`src/rtl/imm_gen_pipe_pkg.sv`:
```
`default_nettype none
// +----------------------------------------------------------------------------+
// | imm_gen_pipe_pkg                                                             |
// | Opcode constants and immediate-format encoding shared by imm_gen_pipe.       |
// | Rev 1.0                                                                      |
// +----------------------------------------------------------------------------+

`ifndef ENDIAN_SWP_32
`define ENDIAN_SWP_32(w) {w[7:0], w[15:8], w[23:16], w[31:24]}
`endif

package imm_gen_pipe_pkg;

    localparam logic [6:0] c_OP_LOAD   = 7'b0000011;
    localparam logic [6:0] c_OP_IMM    = 7'b0010011;
    localparam logic [6:0] c_OP_IMM32  = 7'b0011011;
    localparam logic [6:0] c_OP_JALR   = 7'b1100111;
    localparam logic [6:0] c_OP_SYSTEM = 7'b1110011;
    localparam logic [6:0] c_OP_STORE  = 7'b0100011;
    localparam logic [6:0] c_OP_BRANCH = 7'b1100011;
    localparam logic [6:0] c_OP_LUI    = 7'b0110111;
    localparam logic [6:0] c_OP_AUIPC  = 7'b0010111;
    localparam logic [6:0] c_OP_JAL    = 7'b1101111;
    localparam logic [6:0] c_OP_OP     = 7'b0110011;
    localparam logic [6:0] c_OP_OP32   = 7'b0111011;

    localparam logic [2:0] c_F3_SLL = 3'b001;
    localparam logic [2:0] c_F3_SRX = 3'b101;

    typedef enum logic [2:0] {
        FMT_R     = 3'd0,
        FMT_I     = 3'd1,
        FMT_S     = 3'd2,
        FMT_B     = 3'd3,
        FMT_U     = 3'd4,
        FMT_J     = 3'd5,
        FMT_SHAMT = 3'd6,
        FMT_INV   = 3'd7
    } fmt_t;

endpackage

`default_nettype wire

```
`src/rtl/imm_gen_pipe_if.sv`:
```
`default_nettype none
// +----------------------------------------------------------------------------+
// | imm_gen_pipe_if                                                              |
// | Instruction-in / immediate-out valid-ready bundle.                           |
// | Rev 1.0                                                                      |
// +----------------------------------------------------------------------------+

interface imm_gen_pipe_if #(
    parameter int XLEN = 32
);
    logic            in_valid;
    logic            in_ready;
    logic [31:0]     in_instr;
    logic            out_valid;
    logic            out_ready;
    logic [XLEN-1:0] out_imm;
    logic [2:0]      out_fmt;
    logic            out_inv;

    modport master (
        output in_valid, in_instr, out_ready,
        input  in_ready, out_valid, out_imm, out_fmt, out_inv
    );

    modport slave (
        input  in_valid, in_instr, out_ready,
        output in_ready, out_valid, out_imm, out_fmt, out_inv
    );
endinterface

`default_nettype wire

```
`src/rtl/imm_gen_pipe_imm_decode.sv`:
```
`default_nettype none
// +----------------------------------------------------------------------------+
// | imm_decode                                                                   |
// | Combinational RISC-V immediate extraction, sign-extended to XLEN.            |
// | Rev 1.0                                                                      |
// +----------------------------------------------------------------------------+

module imm_decode
    import imm_gen_pipe_pkg::*;
#(
    parameter int XLEN = 32
) (
    input  logic [31:0]     i_instr,
    output logic [XLEN-1:0] o_imm,
    output fmt_t            o_fmt,
    output logic            o_inv
);

    localparam bit c_RV64 = (XLEN == 64);

    logic [6:0]  w_opcode;
    logic [2:0]  w_funct3;
    logic        w_is_shift;
    logic [31:0] w_imm_i;
    logic [31:0] w_imm_s;
    logic [31:0] w_imm_b;
    logic [31:0] w_imm_u;
    logic [31:0] w_imm_j;
    logic [31:0] w_sh5;
    logic [31:0] w_sh6;
    logic [31:0] w_imm32;

    assign w_opcode   = i_instr[6:0];
    assign w_funct3   = i_instr[14:12];
    assign w_is_shift = (w_funct3 == c_F3_SLL) || (w_funct3 == c_F3_SRX);

    // Every format fits in 32 bits; the final widening sign-extends to XLEN.
    assign w_imm_i = {{20{i_instr[31]}}, i_instr[31:20]};
    assign w_imm_s = {{20{i_instr[31]}}, i_instr[31:25], i_instr[11:7]};
    assign w_imm_b = {{20{i_instr[31]}}, i_instr[7], i_instr[30:25], i_instr[11:8], 1'b0};
    assign w_imm_u = {i_instr[31:12], 12'b0};
    assign w_imm_j = {{12{i_instr[31]}}, i_instr[19:12], i_instr[20], i_instr[30:21], 1'b0};
    assign w_sh5   = {27'b0, i_instr[24:20]};
    assign w_sh6   = {26'b0, i_instr[25:20]};

    always_comb begin
        w_imm32 = '0;
        o_fmt   = FMT_INV;
        case (w_opcode)
            c_OP_LOAD, c_OP_JALR, c_OP_SYSTEM: begin
                o_fmt   = FMT_I;
                w_imm32 = w_imm_i;
            end
            c_OP_IMM: begin
                if (w_is_shift) begin
                    o_fmt   = FMT_SHAMT;
                    w_imm32 = c_RV64 ? w_sh6 : w_sh5;
                end else begin
                    o_fmt   = FMT_I;
                    w_imm32 = w_imm_i;
                end
            end
            c_OP_IMM32: begin
                if (c_RV64) begin
                    o_fmt   = w_is_shift ? FMT_SHAMT : FMT_I;
                    w_imm32 = w_is_shift ? w_sh5 : w_imm_i;
                end
            end
            c_OP_STORE: begin
                o_fmt   = FMT_S;
                w_imm32 = w_imm_s;
            end
            c_OP_BRANCH: begin
                o_fmt   = FMT_B;
                w_imm32 = w_imm_b;
            end
            c_OP_LUI, c_OP_AUIPC: begin
                o_fmt   = FMT_U;
                w_imm32 = w_imm_u;
            end
            c_OP_JAL: begin
                o_fmt   = FMT_J;
                w_imm32 = w_imm_j;
            end
            c_OP_OP: begin
                o_fmt = FMT_R;
            end
            c_OP_OP32: begin
                if (c_RV64) begin
                    o_fmt = FMT_R;
                end
            end
            default: ;
        endcase
    end

    assign o_imm = XLEN'($signed(w_imm32));
    assign o_inv = (o_fmt == FMT_INV);

endmodule

`default_nettype wire

```
`src/rtl/imm_gen_pipe.sv`:
```
`default_nettype none
// +----------------------------------------------------------------------------+
// | imm_gen_pipe                                                                 |
// | One-cycle pipelined immediate generator with optional 2-entry skid buffer.   |
// | Rev 1.0                                                                      |
// +----------------------------------------------------------------------------+

module imm_gen_pipe
    import imm_gen_pipe_pkg::*;
#(
    parameter int XLEN = 32,
    parameter int SKID = 1
) (
    input  wire logic       clk,
    input  wire logic       rst_n,
    imm_gen_pipe_if.slave   bus
);

    logic [XLEN-1:0] w_dec_imm;
    fmt_t            w_dec_fmt;
    logic            w_dec_inv;

    imm_decode #(
        .XLEN (XLEN)
    ) u_imm_decode (
        .i_instr (bus.in_instr),
        .o_imm   (w_dec_imm),
        .o_fmt   (w_dec_fmt),
        .o_inv   (w_dec_inv)
    );

    generate
        if (SKID != 0) begin : g_skid
            localparam logic [1:0] c_ST_EMPTY = 2'd0;
            localparam logic [1:0] c_ST_ONE   = 2'd1;
            localparam logic [1:0] c_ST_FULL  = 2'd2;

            logic [1:0]      r_state;
            logic [1:0]      w_state_nxt;
            logic            r_in_ready;
            logic            w_push;
            logic            w_pop;
            logic            w_out_valid;
            logic            w_load_head;
            logic            w_load_skid;
            logic            w_head_from_skid;
            logic [XLEN-1:0] r_head_imm;
            fmt_t            r_head_fmt;
            logic            r_head_inv;
            logic [XLEN-1:0] r_skid_imm;
            fmt_t            r_skid_fmt;
            logic            r_skid_inv;

            assign w_push = bus.in_valid && r_in_ready;
            assign w_pop  = (r_state != c_ST_EMPTY) && bus.out_ready;

            // in_ready is registered from the next occupancy, so out_ready never reaches it combinationally.
            always_ff @(posedge clk or negedge rst_n) begin
                if (!rst_n) begin
                    r_state    <= c_ST_EMPTY;
                    r_in_ready <= 1'b1;
                end else begin
                    r_state    <= w_state_nxt;
                    r_in_ready <= (w_state_nxt != c_ST_FULL);
                end
            end

            always_comb begin
                w_state_nxt = r_state;
                case (r_state)
                    c_ST_EMPTY: if (w_push) w_state_nxt = c_ST_ONE;
                    c_ST_ONE: begin
                        if (w_push && !w_pop)      w_state_nxt = c_ST_FULL;
                        else if (!w_push && w_pop) w_state_nxt = c_ST_EMPTY;
                    end
                    c_ST_FULL:  if (w_pop) w_state_nxt = c_ST_ONE;
                    default:    w_state_nxt = c_ST_EMPTY;
                endcase
            end

            always_comb begin
                w_out_valid      = (r_state != c_ST_EMPTY);
                w_load_head      = 1'b0;
                w_load_skid      = 1'b0;
                w_head_from_skid = 1'b0;
                case (r_state)
                    c_ST_EMPTY: w_load_head = w_push;
                    c_ST_ONE: begin
                        w_load_head = w_push && w_pop;
                        w_load_skid = w_push && !w_pop;
                    end
                    c_ST_FULL:  w_head_from_skid = w_pop;
                    default: ;
                endcase
            end

            always_ff @(posedge clk or negedge rst_n) begin
                if (!rst_n) begin
                    r_head_imm <= '0;
                    r_head_fmt <= FMT_R;
                    r_head_inv <= 1'b0;
                    r_skid_imm <= '0;
                    r_skid_fmt <= FMT_R;
                    r_skid_inv <= 1'b0;
                end else begin
                    if (w_load_head) begin
                        r_head_imm <= w_dec_imm;
                        r_head_fmt <= w_dec_fmt;
                        r_head_inv <= w_dec_inv;
                    end else if (w_head_from_skid) begin
                        r_head_imm <= r_skid_imm;
                        r_head_fmt <= r_skid_fmt;
                        r_head_inv <= r_skid_inv;
                    end
                    if (w_load_skid) begin
                        r_skid_imm <= w_dec_imm;
                        r_skid_fmt <= w_dec_fmt;
                        r_skid_inv <= w_dec_inv;
                    end
                end
            end

            assign bus.in_ready  = r_in_ready;
            assign bus.out_valid = w_out_valid;
            assign bus.out_imm   = r_head_imm;
            assign bus.out_fmt   = r_head_fmt;
            assign bus.out_inv   = r_head_inv;
        end else begin : g_single
            logic            r_valid;
            logic            w_in_ready;
            logic            w_push;
            logic [XLEN-1:0] r_imm;
            fmt_t            r_fmt;
            logic            r_inv;

            assign w_in_ready = !r_valid || bus.out_ready;
            assign w_push     = bus.in_valid && w_in_ready;

            always_ff @(posedge clk or negedge rst_n) begin
                if (!rst_n) begin
                    r_valid <= 1'b0;
                    r_imm   <= '0;
                    r_fmt   <= FMT_R;
                    r_inv   <= 1'b0;
                end else if (w_push) begin
                    r_valid <= 1'b1;
                    r_imm   <= w_dec_imm;
                    r_fmt   <= w_dec_fmt;
                    r_inv   <= w_dec_inv;
                end else if (bus.out_ready) begin
                    r_valid <= 1'b0;
                end
            end

            assign bus.in_ready  = w_in_ready;
            assign bus.out_valid = r_valid;
            assign bus.out_imm   = r_imm;
            assign bus.out_fmt   = r_fmt;
            assign bus.out_inv   = r_inv;
        end
    endgenerate

endmodule

`default_nettype wire

```
`src/flat_wrapper.sv`:
```
// flat-port wrapper written by rule: the top's interface ports become plain ports
module imm_gen_pipe_flat import imm_gen_pipe_pkg::*;
#(
    parameter int XLEN = 32,
    parameter int SKID = 1
)
  (clk, rst_n, bus_in_valid, bus_in_instr, bus_out_ready, bus_in_ready, bus_out_valid, bus_out_imm, bus_out_fmt, bus_out_inv);
  imm_gen_pipe_if #(.XLEN(XLEN)) bus_i ();
  input  wire logic clk;
  input  wire logic rst_n;
  input wire logic [$bits(bus_i.in_valid)-1:0] bus_in_valid;
  input wire logic [$bits(bus_i.in_instr)-1:0] bus_in_instr;
  input wire logic [$bits(bus_i.out_ready)-1:0] bus_out_ready;
  output wire logic [$bits(bus_i.in_ready)-1:0] bus_in_ready;
  output wire logic [$bits(bus_i.out_valid)-1:0] bus_out_valid;
  output wire logic [$bits(bus_i.out_imm)-1:0] bus_out_imm;
  output wire logic [$bits(bus_i.out_fmt)-1:0] bus_out_fmt;
  output wire logic [$bits(bus_i.out_inv)-1:0] bus_out_inv;
  assign bus_i.in_valid = bus_in_valid;
  assign bus_i.in_instr = bus_in_instr;
  assign bus_i.out_ready = bus_out_ready;
  assign bus_in_ready = bus_i.in_ready;
  assign bus_out_valid = bus_i.out_valid;
  assign bus_out_imm = bus_i.out_imm;
  assign bus_out_fmt = bus_i.out_fmt;
  assign bus_out_inv = bus_i.out_inv;
  imm_gen_pipe #(.XLEN(XLEN), .SKID(SKID)) u_core (.clk(clk), .rst_n(rst_n), .bus(bus_i));
endmodule
```
`config.mk`:
```
export PLATFORM = sky130hd
export DESIGN_NAME = imm_gen_pipe_flat
export DESIGN_NICKNAME = d
export VERILOG_FILES = /design/src/rtl/imm_gen_pipe_pkg.sv /design/src/rtl/imm_gen_pipe_if.sv /design/src/rtl/imm_gen_pipe_imm_decode.sv /design/src/rtl/imm_gen_pipe.sv /design/src/flat_wrapper.sv
export SDC_FILE = /design/constraint.sdc
export NUM_CORES = 1
export LEC_CHECK = 0
export CORE_MARGIN = 2
export CORE_UTILIZATION = 51
export DETAILED_ROUTE_END_ITERATION = 16
export GPL_ROUTABILITY_DRIVEN = 0
export HOLD_SLACK_MARGIN = 0.05
export PLACE_DENSITY = 0.79
export SYNTH_ARGS = -nofsm -noshare
export SYNTH_HDL_FRONTEND = slang
export SYNTH_SLANG_ARGS = --single-unit
```
`constraint.sdc`:
```
create_clock -name clk -period 2.2 [get_ports clk]
set_clock_uncertainty 0.05 [all_clocks]
set_input_delay 0.66 -clock clk [delete_from_list [all_inputs] [get_ports clk]]
set_output_delay 0.66 -clock clk [all_outputs]
set_load 0.05 [all_outputs]
```
# Yosys cells after proc, flatten, opt, wreduce, memory -nomap -nowiden

Cells that the tools add are included.

Equal/unequal tests: 16
Mux-type cells: 18
Reductions and logical operators: 13

Operators with widths:

| operator                                             | number |
|---|---|
| one-hot mux 32 bit (6 select lines)                  | 1 |
| 2-to-1 mux 32 bit                                    | 3 |
| equality test 7 bit (second input constant)          | 4 |
| equality test 7 x 6 -> 1 bit (second input constant) | 3 |
| one-hot mux 3 bit (7 select lines)                   | 1 |
| equality test 7 x 5 -> 1 bit (second input constant) | 2 |
| 2-to-1 mux 3 bit                                     | 3 |
| 2-to-1 mux 2 bit                                     | 4 |
| equality test 7 x 2 -> 1 bit (second input constant) | 1 |
| equality test 3 bit (second input constant)          | 2 |
| one-hot mux 2 bit (3 select lines)                   | 1 |
| logical AND 1 bit                                    | 5 |
| 2-to-1 mux 1 bit                                     | 4 |
| nonzero test 2 bit                                   | 2 |
| equality test 3 x 1 -> 1 bit (second input constant) | 1 |
| OR reduction 3 bit                                   | 1 |
| equality test 2 x 1 -> 1 bit (second input constant) | 1 |
| equality test 2 bit (second input constant)          | 1 |
| zero test 1 bit                                      | 2 |
| zero test 2 bit                                      | 1 |
| inequality test 2 bit (second input constant)        | 1 |
| one-hot mux 1 bit (2 select lines)                   | 1 |
| OR reduction 2 bit                                   | 1 |
| logical OR 1 bit                                     | 1 |

Word-level logic and storage cells: 55
Bits in registers: 75
Bits of input ports: 36
Output and inout port bits: 38

# Longest topological paths before layout

Gate-level depths: netlist of the first run.

Depth after elaboration: 7
Depth in mapped cells: 7
Gate-level depth less buffers: 5

# Cells and area by module

From an unflattened synthesis of the first run, not the netlist that was laid out.

Cells, all modules: 313
Area, all modules: 4217.8 um^2

Modules (own cells, without submodules):

| module       | cells each | seq. area each (um^2) | instances | area each (um^2) |
|---|---|---|---|---|
| imm_gen_pipe | 208        | 1878.1                | 1         | 3533.4 |
| imm_decode   | 105        | 0.0                   | 1         | 684.4 |

# Worst setup path before layout of the first run

OpenSTA, ideal clock, no wires.

Path type: input to register
Start point: in bus_in_instr[2]
End point: reg u_core.g_skid.r_head_imm[10], in the netlist u_core.bus.out_imm[10]
Path buffers: 2
Library setup time: 64 ps
Arrival time: 2087 ps
Stages: 7
Data required time: 2086 ps
Setup slack: -1 ps
Cells stage by stage: buf_2 or4_4 or3_4 o211ai_2 and2_1 buf_4 a221o_2

Cells in the longest elaborated chain, start to end: 4
Elaborated cells between the ends (all ways): 13
Those cells by class: eq/ne (9); mux (2); reduce/logical (2)

Ends and longest elaborated chain:

| item                                                            | line                          | text |
|---|---|---|
| from (decl)                                                     | flat_wrapper.sv:12            | `input wire logic [$bits(bus_i.in_instr)-1:0] bus_in_instr;` |
| equality test 7 x 2 -> 1 bit, or another cell as far along      | imm_gen_pipe_imm_decode.sv:49 | `case (w_opcode)` |
| OR reduction 3 bit / OR reduction 2 bit (equally long branches) | imm_gen_pipe_imm_decode.sv:49 |  |
| one-hot mux 32 bit (6 select lines) *                           | imm_gen_pipe_imm_decode.sv:49 |  |
| 2-to-1 mux 32 bit *                                             | imm_gen_pipe.sv:106           | `if (w_load_head) begin` |
| to (signal assigned)                                            | imm_gen_pipe.sv:107           | `r_head_imm <= w_dec_imm;` |
| to (signal assigned)                                            | imm_gen_pipe.sv:111           | `r_head_imm <= r_skid_imm;` |
| to (decl)                                                       | imm_gen_pipe.sv:47            | `logic [XLEN-1:0] r_head_imm;` |

Every way passes the cells marked *; elsewhere a longest branch is shown, timed or not.
A chain may end at the register's enable or synchronous reset.

# Worst setup path in the final report of the first run

Start point: in bus_in_instr[3]
End point: reg u_core.g_skid.r_head_imm[6], in the netlist u_core.bus.out_imm[6]

Same word-level chain as after synthesis.

==> out/qor.yml, run 1 <==
status:
  status: "finished clean"
floorplan:
  die_h_um: 87.1
  start_util: 0.524
  die_area_mm2: 0.00758
  fp.coreArea_mm2: 0.00672
  ios: 74
  die_w_um: 87.1
  std_cell_rows: 30
final_layout:
  drive_gt1_frac: 0.241
  final_area_mm2: 0.00477
  layout_commonest_cell: "nand2_1"
  nets: 516
  fin_util: 0.710
  final_cell_mix: "nand2_1, dfrtp_1, buf_4"
  area_growth_pct: 35.5
  diodes: 0
  fillerInstances: 538
  multi_input_area_mm2: 0.00158
  seq_area_mm2: 0.00188
drt:
  dr_total_vias: 3304
  routed_wl_um: 9210
  viasPerCell: 5.85
  dr.pass1.iters: 5
  routedWlPerCell_um: 16.3
  drc: 0
  drt-initial-drc-count: 335
  ant_nets: 0
synth:
  ys_warn_count: 0
  ys_ff_latch: 75
  ys_types: 49
  dominantRegCellSynth: "dfrtp_1"
  syn_inst: 381
  synth_area_per_cell_um2: 9.24
  syn_nets: 417
  synth-async-reset-ratio: 1.00
  ys_seq_area_frac: 0.533
  syn-cell-area_mm2: 0.00352
  synth_enable_flop_cells: 0
worst_setup_path:
  cpLargestDelayFamily: "simple AND/OR/NAND/NOR gates"
  cpPeakStageDelay_ps: 490
  cp-end-kind: "register"
  worstSetupPathType: "in -> reg"
  crit_fanout: 6
  startpoint_type: "input pin"
  cp.required_ps: 2440
  critical_path_buf_inv_count: 1
  slowest_stage: "or4_4"
  arrival_ps: 2400
  cp_cell_sequence: "dlygate4sd2_1 -> or4_4 -> or3_4 -> o211ai_4 -> and2_4 -> a221o_2"
sta:
  setup_viol: 0
  fin_ws_ps: 35.2
  rsz0062_at_grt: "true"
  min_period_ps: 2160
  max_freq_mhz: 462
  post-route-period-util: 0.984
  slew_viol_final: 0
  max-slew-margin-rel: 0.672
  max_slew.worst_pin.slew_ps: 485
  hold_violations: 0
clocking:
  ctsLongestPathBuffers: 2
  cts_tree: "done"
  clk_pin_slew_ps: 80
  cts_made_buffers: 9
  clk_latency_ps: 350
  ctsHoldBuffers: 0
  cts.sinks: 75
  htreeDepth: 3
  post_cts_buffers: 0
  cts_root_buffer: "clkbuf_8"
global_routing:
  antenna_found_initial: 0
  track_usage: 0.258
  grt_max_degree: 76
  gr-total-overflow: 0
  grt_pass1_wl_um: 15100
  first_global_vias: 3103
placement:
  dpl_cell_area_mm2: 0.00448
  post-dp-hpwl_um: 6610
  place_ws_ps: -543
  portBuffers: 73
power:
  p_per_area_mw_per_mm2: 1270
  switching_share: 0.414
  p_int_mw: 3.54
  power.leakage_nw: 2.22
  p_total_mw: 6.04
  power_frac_comb: 0.426
  netSwitchingPower_mw: 2.50
  clockPowerShare: 0.211
  p_seq_frac: 0.363
  ir_drop_mv: 0.780
worst_hold_path:
  holdCritPathClass: "in -> async"
job:
  drv_cap: 0
==> routing by layer <==
metal | track usage | share of wire | up-vias
met4 | 0.0601 | 0.0092 | 0
met1 | 0.357 | 0.43 | 1609
li1 | - | - | 1545
met2 | 0.425 | 0.49 | 142
met3 | 0.0483 | 0.063 | 8
met5 | 0 | 0 | -
==> cells in the mapped netlist (2+ instances only) <==
library cell / n / share of area
a21o_1: 2 / 0.0043
a21oi_1: 31 / 0.044
a21oi_2: 2 / 0.0050
a221o_2: 6 / 0.019
a22o_1: 7 / 0.017
a22oi_1: 6 / 0.013
a32oi_1: 11 / 0.027
and2_1: 5 / 0.0089
and3_1: 15 / 0.027
and3b_1: 2 / 0.0050
buf_2: 3 / 0.0043
buf_4: 2 / 0.0043
buf_6: 2 / 0.0064
clkbuf_1: 20 / 0.021
dfrtp_1: 74 / 0.53
inv_1: 3 / 0.0032
nand2_1: 89 / 0.095
nand3_1: 13 / 0.018
nand4_1: 8 / 0.014
nor2_1: 28 / 0.030
nor2b_1: 3 / 0.0053
nor3_1: 4 / 0.0057
nor3b_1: 2 / 0.0043
o21ai_0: 16 / 0.023
or2_2: 2 / 0.0036
or3_1: 2 / 0.0036
==> repair_timing <==
| item | in CTS | in global routing |
|---|---|---|
| setup endpoints to repair | 59 | 34 |
| gates cloned | 1 | 0 |
| pin swaps | 5 | 4 |
| gates resized for setup | 20 | 5 |
==> power by group through the flow <==
stage          sequential [mW]  clock (mW)  combinational (mW)
2_1_floorplan             3.02           0               0.835
3_5_place_dp              2.21           0                2.55
6_report                  2.19        1.27                2.57
3_3_place_gp              2.19           0                2.50
5_1_grt                   2.25        1.35                2.76
4_1_cts                   2.19        1.28                2.57
==> layout make-up <==
cell class,instances,share of cell area
Clock buffer,10,0.0268
Clock inverter,6,0.0236
Inverter,3,0.00236
Multi-Input combinational cell,276,0.331
Sequential cell,75,0.394
Tap cell,80,0.0210
Timing Repair Buffer,115,0.202
==> registers in the layout, summed over array words and instances (netlist names) <==
register	count
u_core.g_skid.r_skid_inv	1
u_core.bus.out_inv	1
u_core.bus.out_fmt	3
u_core.g_skid.r_skid_fmt	3
u_core.g_skid.r_skid_imm	32
u_core.bus.in_ready	1
u_core.bus.out_imm	32
u_core.g_skid.r_state	2
==> stage by stage <==
stage	hold WS [ps]	instances	setup TNS [ps]
global route	309	565	-92.0
finish	273	565	0
detailed placement	424	548	-29530
global placement	409	548	-26880
CTS	301	565	0
floorplan	314	381	0
==> cell families after synthesis <==
logic type	synth area share
buf+inv	0.0405
xor+xnor	0.00498
mux	0.00320
flops	0.533
simple gates	0.243
compound gates	0.174
==> final timing paths <==
check / startpoint / to / slack, ps / cells after the start
max: bus_in_instr[3] / u_core.bus.out_imm[6]$_DFFE_PN0P_ / 40 / 6
min: rst_n / u_core.g_skid.r_state[1]$_DFF_PN0_ / 270 / 2
max reg2reg: u_core.bus.in_ready$_DFF_PN1_ / u_core.g_skid.r_skid_imm[19]$_DFFE_PN0P_ / 400 / 4
min reg2reg: u_core.g_skid.r_skid_imm[31]$_DFFE_PN0P_ / u_core.g_skid.r_skid_imm[31]$_DFFE_PN0P_ / 440 / 2
max in group asynchronous: rst_n / u_core.bus.out_imm[13]$_DFFE_PN0P_ / 1510 / 2
min in group clk: u_core.g_skid.r_skid_imm[31]$_DFFE_PN0P_ / u_core.g_skid.r_skid_imm[31]$_DFFE_PN0P_ / 440 / 2
==> worst register-to-register path: stages, from the launching register on <==
cell     delay (ps)
dfstp_2         530
nand2_1          90
or3_1           490
a21oi_2         390
a21oi_1         120
Note: power is estimated with default switching activity, not from simulation.
==> inputs of run 2 (changes only) <==
--- a/config.mk
+++ b/config.mk
@@ -11,6 +11,7 @@
 export GPL_ROUTABILITY_DRIVEN = 0
 export HOLD_SLACK_MARGIN = 0.05
 export PLACE_DENSITY = 0.79
+export SKIP_CTS_REPAIR_TIMING = 1
 export SYNTH_ARGS = -nofsm -noshare
 export SYNTH_HDL_FRONTEND = slang
 export SYNTH_SLANG_ARGS = --single-unit
==> run 2 against run 1 <==
Die area stayed put. Global-route usage is 0.18 points lower. Core utilization is 0.88 points higher. Maximum frequency is 1.7% higher. Register-to-register slack worse by 40 ps. Critical endpoint is now u_core.g_skid.r_skid_imm[13]$_DFFE_PN0P_. Largest cell class unchanged. Largest power group unchanged.
==> out/qor.yml, run 2 (synthesized netlist as in run 1, its figures left out) <==
global_routing:
  antenna_found_initial: 0  # unchanged
  gr-usage-met2: 0.423  # was 0.425
  busiest_layer: "met2"  # unchanged
  grt_max_degree: 76  # unchanged
  gr-total-overflow: 0  # unchanged
  met1_usage: 0.355  # was 0.357
  first_global_vias: 3089  # was 3103
  grtUsageMet3: 0.0474  # was 0.0483
  grt_pass1_wl_um: 15000  # was 15100 µm
  track_usage: 0.256  # was 0.258
power:
  power_frac_comb: 0.429  # was 0.426
  p_per_area_mw_per_mm2: 1260  # was 1270 mW/mm²
  power.leakage_nw: 2.35  # was 2.22 nW
  p_total_mw: 6.06  # was 6.04 mW
  ir_drop_mv: 0.773  # was 0.780 mV
  p_seq_frac: 0.361  # was 0.363
  netSwitchingPower_mw: 2.52  # was 2.50 mW
  clockPowerShare: 0.210  # was 0.211
  switching_share: 0.415  # was 0.414
  p_int_mw: 3.55  # was 3.54 mW
worst_setup_path:
  worstSetupPathType: "in -> reg"  # unchanged
  crit_fanout: 8  # was 6
  cp-end-kind: "register"  # unchanged
  startpoint_type: "input pin"  # unchanged
  arrival_ps: 2360  # was 2400 ps
  cp.required_ps: 2430  # was 2440 ps
clocking:
  cts_root_buffer: "clkbuf_8"  # unchanged
  cts.sinks: 75  # unchanged
  clk_latency_ps: 350  # about the same
  clk_pin_slew_ps: 80  # about the same
  cts_made_buffers: 9  # unchanged
  ctsLongestPathBuffers: 2  # unchanged
  htreeDepth: 3  # unchanged
  cts_tree: "done"  # unchanged
drt:
  routedWlPerCell_um: 16.6  # was 16.3 µm
  ant_nets: 0  # unchanged
  dr_total_vias: 3338  # was 3304
  drt-initial-drc-count: 295  # was 335
  dr.pass1.iters: 5  # unchanged
  viasPerCell: 5.91  # was 5.85
  drc: 0  # unchanged
  routed_wl_um: 9390  # was 9210 µm
floorplan:
  start_util: 0.524  # unchanged
  fp.coreArea_mm2: 0.00672  # unchanged
  ios: 74  # unchanged
  die_h_um: 87.1  # unchanged
  die_w_um: 87.1  # unchanged
  std_cell_rows: 30  # unchanged
  die_area_mm2: 0.00758  # unchanged
job:
  drv_cap: 0  # unchanged
placement:
  portBuffers: 73  # unchanged
  dpl_cell_area_mm2: 0.00448  # unchanged
  dp_cells: 548  # unchanged
  post-dp-hpwl_um: 6610  # unchanged
worst_hold_path:
  holdCritPathClass: "in -> async"  # unchanged
final_layout:
  fin_util: 0.719  # was 0.710
  instances_no_fill: 565  # unchanged
  final_area_mm2: 0.00483  # was 0.00477 mm²
  seq_area_mm2: 0.00188  # unchanged
  layout_commonest_cell: "nand2_1"  # unchanged
  fillerInstances: 514  # was 538
  multi_input_area_mm2: 0.00159  # was 0.00158 mm²
  final_cell_mix: "nand2_1, buf_4, dfrtp_1"  # was nand2_1, dfrtp_1, buf_4
  drive_gt1_frac: 0.256  # was 0.241
  diodes: 0  # unchanged
  nets: 516  # unchanged
  area_growth_pct: 37.1  # was 35.5%
sta:
  setup_tns_ps: 0  # unchanged
  hold_violations: 0  # unchanged
  max_freq_mhz: 470  # was 462 MHz
  min_period_ps: 2130  # was 2160 ps
  setup_viol: 0  # unchanged
  max-slew-margin-rel: 0.655  # was 0.672
  slew_viol_final: 0  # unchanged
  max_slew.worst_pin.slew_ps: 516  # was 485 ps
  post-route-period-util: 0.968  # was 0.984
status:
  status: "finished clean"  # unchanged
==> run 2: changes by cell type in the layout (fill, tap and decap cells not counted), sizes merged <==
cell,change
dlygate4sd2,-9
a21oi,-1
buf,+1
dlymetal6s2s,+11
clkdlybuf4s15,-2
==> run 2: cell type report <==
type / count / share of cell area
Tap cell: 80 / 0.0207
Clock inverter: 6 / 0.0233
Inverter: 3 / 0.00233
Multi-Input combinational cell: 275 / 0.329
Timing Repair Buffer: 116 / 0.209
Clock buffer: 10 / 0.0264
Sequential cell: 75 / 0.389
==> run 2: power by group through the flow <==
stage / logic (mW) / registers [mW] / clock network (mW)
after floorplan: 0.835 / 3.02 / 0
after global placement: 2.50 / 2.19 / 0
after detailed placement: 2.55 / 2.21 / 0
after CTS: 2.55 / 2.19 / 1.28
after global routing: 2.79 / 2.25 / 1.35
final: 2.60 / 2.19 / 1.27
==> run 2: final timing paths <==
path	depth (start not counted)	endpoint	from	slack, ps
worst max-delay path	7	u_core.g_skid.r_skid_imm[13]$_DFFE_PN0P_	bus_in_instr[6]	70
worst min-delay path	2	u_core.g_skid.r_state[0]$_DFF_PN0_	rst_n	270
worst max register to register	4	u_core.g_skid.r_skid_imm[6]$_DFFE_PN0P_	u_core.bus.in_ready$_DFF_PN1_	360
worst min register to register	2	u_core.g_skid.r_skid_imm[31]$_DFFE_PN0P_	u_core.g_skid.r_skid_imm[31]$_DFFE_PN0P_	440
max in group asynchronous	2	u_core.bus.out_inv$_DFFE_PN0P_	rst_n	1510
min in group clk	2	u_core.g_skid.r_skid_imm[31]$_DFFE_PN0P_	u_core.g_skid.r_skid_imm[31]$_DFFE_PN0P_	440
==> run 2: routing by layer <==
layer,up-vias,share of wire
met5,-,0
met4,0,0.010
met3,15,0.063
met2,143,0.49
met1,1637,0.44
li1,1543,-
==> run 2: per-stage QoR <==
stage / worst slack [ps] / hold slack, ps
finish: 70.6 / 274
global route: -2.49 / 306
CTS: -164 / 301
detailed placement: -543 / 424
global placement: -470 / 409
floorplan: 7.89 / 314
==> run 2: critical path: stages <==
cell and delay, ps:
dlymetal6s2s_1 130, or4_4 540, or3_4 430, o211ai_1 150, buf_4 170, a21oi_4 100, a21oi_1 170
==> inputs of run 3 (changes only) <==
--- a/config.mk
+++ b/config.mk
@@ -5,6 +5,7 @@
 export SDC_FILE = /design/constraint.sdc
 export NUM_CORES = 1
 export LEC_CHECK = 0
+export CORE_ASPECT_RATIO = 1.1
 export CORE_MARGIN = 2
 export CORE_UTILIZATION = 51
 export DETAILED_ROUTE_END_ITERATION = 16
==> run 3 against run 2 <==
Die area about the same. Setup slack worse by 42 ps. Sequential power about the same. Critical path depth up 1. Flip-flop and latch count unchanged. Core utilization up 2.7 points. Worst hold slack worse by 17 ps. Count of clock-buffer cells in the layout down 1. Global-route usage up 0.70 points.
==> out/qor.yml, run 3 (synthesized netlist as in run 1, its figures left out) <==
worst_setup_path:
  critical_path_buf_inv_count: 3  # was 2
  cpPeakStageDelay_ps: 540  # about the same
  endpoint: "u_core.bus.out_imm[19]$_DFFE_PN0P_"  # was u_core.g_skid.r_skid_imm[13]$_DFFE_PN0P_
  cpLargestDelayFamily: "simple AND/OR/NAND/NOR gates"  # unchanged
  crit_start: "bus_in_instr[2]"  # was bus_in_instr[6]
  cp.depth: 8  # was 7
  startpoint_type: "input pin"  # unchanged
  ff2ff_path_depth: 6  # was 4
  slowest_stage: "or4_4"  # unchanged
  r2r_slack_ps: 350  # was 360 ps
  cp-end-kind: "register"  # unchanged
  cp_cell_sequence: "dlymetal6s2s_1 -> or4_4 -> or3_4 -> o211ai_1 -> buf_4 -> nand3_1 -> buf_4 -> nand4_1"  # was dlymetal6s2s_1 -> or4_4 -> or3_4 -> o211ai_1 -> buf_4 -> a21oi_4 -> a21oi_1
  r2r-start: "u_core.bus.in_ready$_DFF_PN1_"  # unchanged
  arrival_ps: 2410  # was 2360 ps
  crit_top_cell: "buf_4"
  cp.required_ps: 2440  # was 2430 ps
  worstSetupPathType: "in -> reg"  # unchanged
  crit_fanout: 8  # unchanged
  r2r-end: "u_core.bus.out_imm[19]$_DFFE_PN0P_"  # was u_core.g_skid.r_skid_imm[6]$_DFFE_PN0P_
final_layout:
  diodes: 0  # unchanged
  layout_commonest_cell: "nand2_1"  # unchanged
  nets: 523  # was 516
  fillerInstances: 463  # was 514
  final_cell_mix: "nand2_1, dfrtp_1, buf_4"  # was nand2_1, buf_4, dfrtp_1
  drive_gt1_frac: 0.262  # was 0.256
  area_growth_pct: 40.4  # was 37.1%
  instances_no_fill: 574  # was 565
drt:
  wl_met3_um: 715  # was 595 µm
  routedWlPerCell_um: 17.8  # was 16.6 µm
  dr.max_layer_used: "met4"  # unchanged
  dr.pass1.iters: 5  # unchanged
  routed_wl_um: 10200  # was 9390 µm
  dr_total_vias: 3442  # was 3338
  viasPerCell: 6.00  # was 5.91
  drt-initial-drc-count: 283  # was 295
  wirelength_met1_um: 4170  # was 4090 µm
  ant_nets: 0  # unchanged
  drc: 0  # unchanged
  wl_met2_um: 5100  # was 4610 µm
global_routing:
  antenna_found_initial: 0  # unchanged
  grt_pass1_wl_um: 16000  # was 15000 µm
  grt_max_degree: 76  # unchanged
  first_global_vias: 3290  # was 3089
  track_usage: 0.263  # was 0.256
  gr-total-overflow: 0  # unchanged
power:
  netSwitchingPower_mw: 2.60  # was 2.52 mW
  power_frac_comb: 0.429  # about the same
  p_int_mw: 3.57  # was 3.55 mW
  p_seq_frac: 0.357  # was 0.361
  p_per_area_mw_per_mm2: 1250  # was 1260 mW/mm²
  power.leakage_nw: 2.40  # was 2.35 nW
  clockPowerShare: 0.213  # was 0.210
  ir_drop_mv: 0.745  # was 0.773 mV
  switching_share: 0.421  # was 0.415
clocking:
  clk_pin_slew_ps: 80  # about the same
  cts_root_buffer: "clkbuf_8"  # unchanged
  ctsLongestPathBuffers: 2  # unchanged
  cts_made_buffers: 9  # unchanged
  cts.sinks: 75  # unchanged
  cts_tree: "done"  # unchanged
  clk_latency_ps: 350  # about the same
  htreeDepth: 3  # unchanged
worst_hold_path:
  holdCritPathClass: "in -> async"  # unchanged
sta:
  slew_viol_final: 0  # unchanged
  fin_hold_ws_ps: 257  # was 274 ps
  setup_viol: 0  # unchanged
  hold_violations: 0  # unchanged
  max_freq_mhz: 460  # was 470 MHz
  min_period_ps: 2170  # was 2130 ps
  setup_tns_ps: 0  # unchanged
  post-route-period-util: 0.987  # was 0.968
  max_slew.worst_pin.slew_ps: 509  # was 516 ps
  max-slew-margin-rel: 0.656  # was 0.655
floorplan:
  start_util: 0.531  # was 0.524
  std_cell_rows: 31  # was 30
  fp.coreArea_mm2: 0.00663  # was 0.00672 mm²
  ios: 74  # unchanged
  die_w_um: 83.2  # was 87.1 µm
  die_h_um: 91.1  # was 87.1 µm
  die_area_mm2: 0.00759  # was 0.00758 mm²
placement:
  post-dp-hpwl_um: 6650  # was 6610 µm
  portBuffers: 73  # unchanged
  dp_cells: 552  # was 548
status:
  status: "finished clean"  # unchanged
job:
  drv_cap: 0  # unchanged
run 3: per-stage QoR:
step / power (mW) / instance area, µm² / utilization / worst slack [ps]
2_1_floorplan: 3.86 / 3530 / - / 7.89
4_1_cts: 6.11 / 4770 / 0.719 / -151
6_report: 6.17 / 4940 / 0.745 / 28.2
3_5_place_dp: 4.78 / 4520 / 0.682 / -504
3_3_place_gp: 4.70 / 4520 / 0.682 / -461
5_1_grt: 6.45 / 4940 / 0.745 / -2.29
run 3: worst min path at each step:
stage	startpoint	end	slack [ps]	cells past startpoint
after floorplan	rst_n	u_core.bus.out_fmt[0]$_DFFE_PN0P_	310	0
after global placement	u_core.g_skid.r_skid_inv$_DFFE_PN0P_	u_core.g_skid.r_skid_inv$_DFFE_PN0P_	410	2
after detailed placement	u_core.g_skid.r_skid_inv$_DFFE_PN0P_	u_core.g_skid.r_skid_inv$_DFFE_PN0P_	420	2
after CTS	rst_n	u_core.g_skid.r_state[0]$_DFF_PN0_	290	2
after global routing	rst_n	u_core.bus.out_imm[3]$_DFFE_PN0P_	290	2
final	rst_n	u_core.bus.out_imm[3]$_DFFE_PN0P_	260	2
run 3: power groups by stage:
stage               clock (mW)  sequential, mW  combinational [mW]
detailed placement           0            2.21                2.57
finish                    1.32            2.20                2.65
floorplan                    0            3.02               0.835
global placement             0            2.18                2.51
CTS                       1.32            2.19                2.59
global route              1.38            2.26                2.81
run 3: per-layer routing:
metal  vias to the layer above  track usage
li1                       1559            -
met1                      1685        0.349
met2                       176        0.431
met3                        22       0.0464
met4                         0        0.105
met5                         -            0
run 3: area by class of cell:
cell class | instances | area [µm²] | area share
repair buffers | 121 | 1090 | 0.220
well taps | 82 | 103 | 0.0208
multi-input cells | 277 | 1610 | 0.327
clock inverters | 7 | 124 | 0.0251
flip-flops and latches | 75 | 1880 | 0.380
inverters | 3 | 11.3 | 0.00228
clock buffers | 9 | 124 | 0.0251
